<file path="config.mk">
export PLATFORM = sky130hd
export DESIGN_NAME = irq_prio_sync
export DESIGN_NICKNAME = d
export VERILOG_FILES = /design/src/rtl/irq_prio_sync.sv
export SDC_FILE = /design/constraint.sdc
export NUM_CORES = 1
export LEC_CHECK = 0
export BUFFER_PORTS_ARGS = -buffer_cell sky130_fd_sc_hd__buf_2
export CAP_MARGIN = 20
export CORE_AREA = 3 3 40 42
export CTS_CLUSTER_SIZE = 8
export DETAILED_ROUTE_END_ITERATION = 8
export DIE_AREA = 0 0 43 45
export PLACE_DENSITY = 0.59
export SLEW_MARGIN = 20
export SYNTH_ARGS = -nofsm -noshare
export SYNTH_HDL_FRONTEND = slang
export SYNTH_SLANG_ARGS = --single-unit
export TNS_END_PERCENT = 100
</file>
<file path="constraint.sdc">
create_clock -name CLK -period 2.2 [get_ports CLK]
set_input_delay 0.44 -clock CLK [delete_from_list [all_inputs] [get_ports CLK]]
set_output_delay 0.44 -clock CLK [all_outputs]
set_load 0.05 [all_outputs]
</file>
<file path="src/rtl/irq_prio_sync.sv">
`default_nettype none
// ---------------------------------------------------------------------------
// irq_prio_sync : per-source edge/level interrupt latch with CPU ack and a
//                 strobe-registered active-low 68k IPL code plus winning index.
// Rev 1.0
// ---------------------------------------------------------------------------
module irq_prio_sync #(
    parameter int                 NUM_IRQ    = 3,
    parameter int                 IPL_W      = 3,
    parameter logic [NUM_IRQ-1:0] LEVEL_MASK = '0,
    localparam int                VEC_W      = (NUM_IRQ > 1) ? $clog2(NUM_IRQ) : 1
) (
    input  logic               CLK,
    input  logic               RESET,
    input  logic               CLK_EN,
    input  logic [NUM_IRQ-1:0] IRQ_IN,
    input  logic [NUM_IRQ-1:0] IRQ_EN,
    input  logic               WR_ACK,
    input  logic [NUM_IRQ-1:0] ACK_BITS,
    output logic [NUM_IRQ-1:0] PENDING,
    output logic [IPL_W-1:0]   IPL_N,
    output logic [VEC_W-1:0]   VECTOR
);

    generate
        if (((2 ** IPL_W) - 1) < NUM_IRQ) begin : g_param_check
            $error("irq_prio_sync: IPL_W too narrow for NUM_IRQ");
        end
    endgenerate

    logic [NUM_IRQ-1:0] prev_q;
    logic [NUM_IRQ-1:0] pending_q;
    logic [NUM_IRQ-1:0] pending_d;
    logic [IPL_W-1:0]   ipl_n_q;
    logic [VEC_W-1:0]   vector_q;

    logic [NUM_IRQ-1:0] set_w;
    logic [NUM_IRQ-1:0] clr_w;
    logic [IPL_W-1:0]   level_w;
    logic [VEC_W-1:0]   win_w;

    always_comb begin
        set_w = (LEVEL_MASK & IRQ_IN & IRQ_EN) |
                (~LEVEL_MASK & IRQ_IN & ~prev_q & IRQ_EN);
        clr_w = {NUM_IRQ{WR_ACK}} & ACK_BITS;
    end

    // Disable beats set, and set beats ack so a coincident event is not lost.
    always_comb begin
        pending_d = pending_q;
        for (int i = 0; i < NUM_IRQ; i++) begin
            if (!IRQ_EN[i]) begin
                pending_d[i] = 1'b0;
            end else if (set_w[i]) begin
                pending_d[i] = 1'b1;
            end else if (clr_w[i]) begin
                pending_d[i] = 1'b0;
            end
        end
    end

    // Walk from the lowest priority upward so the lowest pending index wins.
    always_comb begin
        level_w = '0;
        win_w   = '0;
        for (int i = NUM_IRQ - 1; i >= 0; i--) begin
            if (pending_q[i]) begin
                level_w = IPL_W'(NUM_IRQ - i);
                win_w   = VEC_W'(i);
            end
        end
    end

    always_ff @(posedge CLK) begin
        if (RESET) begin
            prev_q    <= IRQ_IN;
            pending_q <= '0;
            ipl_n_q   <= '1;
            vector_q  <= '0;
        end else begin
            prev_q    <= IRQ_IN;
            pending_q <= pending_d;
            if (CLK_EN) begin
                ipl_n_q  <= ~level_w;
                vector_q <= win_w;
            end
        end
    end

    assign PENDING = pending_q;
    assign IPL_N   = ipl_n_q;
    assign VECTOR  = vector_q;

endmodule
`default_nettype wire

</file>
==> flow_summary.json <==
{
  "avgRoutedWirePerCell_um": 9.67,
  "rsz0062_at_grt": "no",
  "antenna_found_initial": 0,
  "cp.arrival_ps": 930,
  "die_h_um": 45,
  "synth_xor_area_share_pct": 0,
  "cp_slowest_cell": "dfxtp_1",
  "cp_top_family": "flip-flops",
  "dp_cells": 70,
  "synth_fp_nets": 50,
  "via_per_inst": 4.49,
  "track_usage_pct": 8.85,
  "reg2reg_to": "IPL_N[0]$_SDFFE_PP1P_",
  "final_antenna_net_count": 0,
  "grt_max_degree": 9,
  "antenna_cells": 0,
  "status": "finished clean",
  "ios": 21,
  "gp_congestion": 0.662,
  "tns_ps": 0,
  "floorplan.initialDensity_pct": 29.6,
  "period_minus_slack_ps": 1370,
  "synth.area.top_cells": "dfxtp_1 (53%), nand2b_1 (15%), a21bo_2 (7.9%), a21oi_1 (6.6%), nand4bb_1 (3.0%)",
  "synth.area.mux_share_pct": 0,
  "yosysWarningCount": 0,
  "synth_edf_count": 0,
  "clock_latency_ps": 260,
  "leakagePower_uw": 0.000223,
  "cts.clk_slew.worst_paths_ps": 60,
  "r2r-start": "PENDING[1]$_SDFFE_PP0P_",
  "grt_pass1_wl_um": 1220,
  "cts_tree": "built",
  "endpoint_kind": "output pin",
  "io_buffers": 19,
  "drtPass1Iterations": 2,
  "num-nets-final": 73,
  "synth_area_leader_cell": "dfxtp_1",
  "drt-total-wl_um": 706,
  "fin_skew_ps": 1.77,
  "required_ps": 1760,
  "drc": 0,
  "crit_path_max_fanout": 6,
  "synth_top_area_share_pct": 52.6,
  "setup_ws_ps": 832,
  "post-route-util_pct": 39.6,
  "critPathBufInv": 1,
  "ys_seq_area_share_pct": 52.6,
  "gr-total-overflow": 0,
  "synth_compound_area_share_pct": 20.4,
  "netlist_area_um2": 380,
  "hold_buffers": 0,
  "cts_root_buf": "clkbuf_4",
  "yosys.area_share.adder_pct": 0,
  "cts_sinks": 10,
  "power.density_nw_per_um2": 709,
  "crit_chain": "buf_2",
  "cpPeakStageDelay_ps": 380,
  "yosysMostFrequentCell": "dfxtp_1",
  "setup_viol": 0,
  "die_x_um": 43,
  "synth-seq-cells": 10,
  "synth-async-reset-ratio_pct": 0,
  "ff2ff_setup_slack_ps": 1270,
  "cts_made_buffers": 3,
  "synthFlopType": "dfxtp_1",
  "min_period_over_period_pct": 62.2,
  "maxCapViolations": 0,
  "worstHoldStart": "IRQ_IN[2]",
  "ctsHtreeMaxLevel": 1,
  "syn2layout_area_growth_pct": 33.9,
  "cts_setup_buffers": 0,
  "cts_resized": 0,
  "syn-instance-count": 37,
  "synth_top_family_by_area": "simple AND/OR/NAND/NOR gates",
  "fmax_mhz": 731,
  "num_rows": 13,
  "cp-start-kind": "flop",
  "num_vias": 328,
  "hold_class": "input pin to flop",
  "grt_pass1_vias": 317,
  "crit_type": "flop to output pin",
  "drt_iter0_markers": 4,
  "final_cells": 73,
  "synthDistinctLibCells": 14,
  "whs_endpoint": "prev_q[2]$_DFF_P_",
  "pre_cts_ws_ps": 1100,
  "finalHoldViolations": 0,
  "avgSynthCellArea_um2": 10.3,
  "clockBufferDepth": 2,
  "die_area_um2": 1940,
  "whs_path_depth": 1,
  "slew_viol_final": 0,
  "rr_worst_depth": 2,
  "ir_drop_mv": 0.277,
  "synth-simple-area-share_pct": 23.0,
  "drive_gt1_share_pct": 43.1,
  "core-area_um2": 1280,
  "ys_top_cells_by_count": "dfxtp_1 (10), nand2b_1 (9), a21oi_1 (5)"
}
[registers in the layout (all words and copies together), names as in the netlist]
signal,cells
IPL_N,2
PENDING,3
VECTOR,2
prev_q,3
[area by class of cell]
class / count / area, µm²
fillers: 136 / 776
clock buffers: 3 / 22.5
well taps: 15 / 18.8
flip-flops and latches: 10 / 200
multi-input cells: 25 / 169
inverters: 1 / 3.75
repair buffers: 19 / 95.1
[where the power goes]
part,switching [µW],internal [µW]
Clock,57.3,63.0
Combinational,30.2,19.2
Sequential,3.12,188
Total,90.6,270
[cell usage in the layout, fill, tap and decap left out]
cell,n
a21o_1,1
inv_1,1
a311o_1,1
clkbuf_4,3
buf_2,19
o21ai_0,1
dfxtp_1,10
nor2b_1,1
nand2b_1,9
or2_1,1
a21bo_2,3
nand3b_1,1
conb_1,1
a21oi_1,5
nand4bb_1,1
[metrics by stage]
| step | power (µW) | instance area, µm² | hold WS [ps] |
|---|---|---|---|
| 3_3_place_gp | 245 | 487 | 458 |
| 3_5_place_dp | 245 | 487 | 459 |
| 2_1_floorplan | 227 | 380 | 458 |
| 6_report | 361 | 509 | 296 |
| 5_1_grt | 378 | 509 | 293 |
| 4_1_cts | 368 | 509 | 287 |
[routing by layer]
| layer | GRT usage (%) | vias up | routed length, µm |
|---|---|---|---|
| met2 | 14.7 | 18 | 305 |
| met5 | 0 | - | 0 |
| met1 | 8.25 | 141 | 288 |
| met3 | 4.38 | 3 | 92 |
| met4 | 7.23 | 0 | 19 |
| li1 | - | 166 | - |
[kinds of logic (layout without fill, tap and decap cells)]
family	after synthesis	after routing
compound gates	11	11
other cells	1	1
buf+inv	2	23
flops	10	10
simple gates	13	13
[worst max-delay path by stage]
stage	from	end	cells past startpoint
CTS	PENDING[0]$_SDFFE_PP0P_	PENDING[0]	1
global route	PENDING[0]$_SDFFE_PP0P_	PENDING[0]	1
global placement	PENDING[0]$_SDFFE_PP0P_	PENDING[0]	1
finish	PENDING[0]$_SDFFE_PP0P_	PENDING[0]	1
floorplan	PENDING[2]$_SDFFE_PP0P_	IPL_N[0]$_SDFFE_PP1P_	2
detailed placement	PENDING[0]$_SDFFE_PP0P_	PENDING[0]	1
Note: power is estimated with default switching activity, not from simulation.
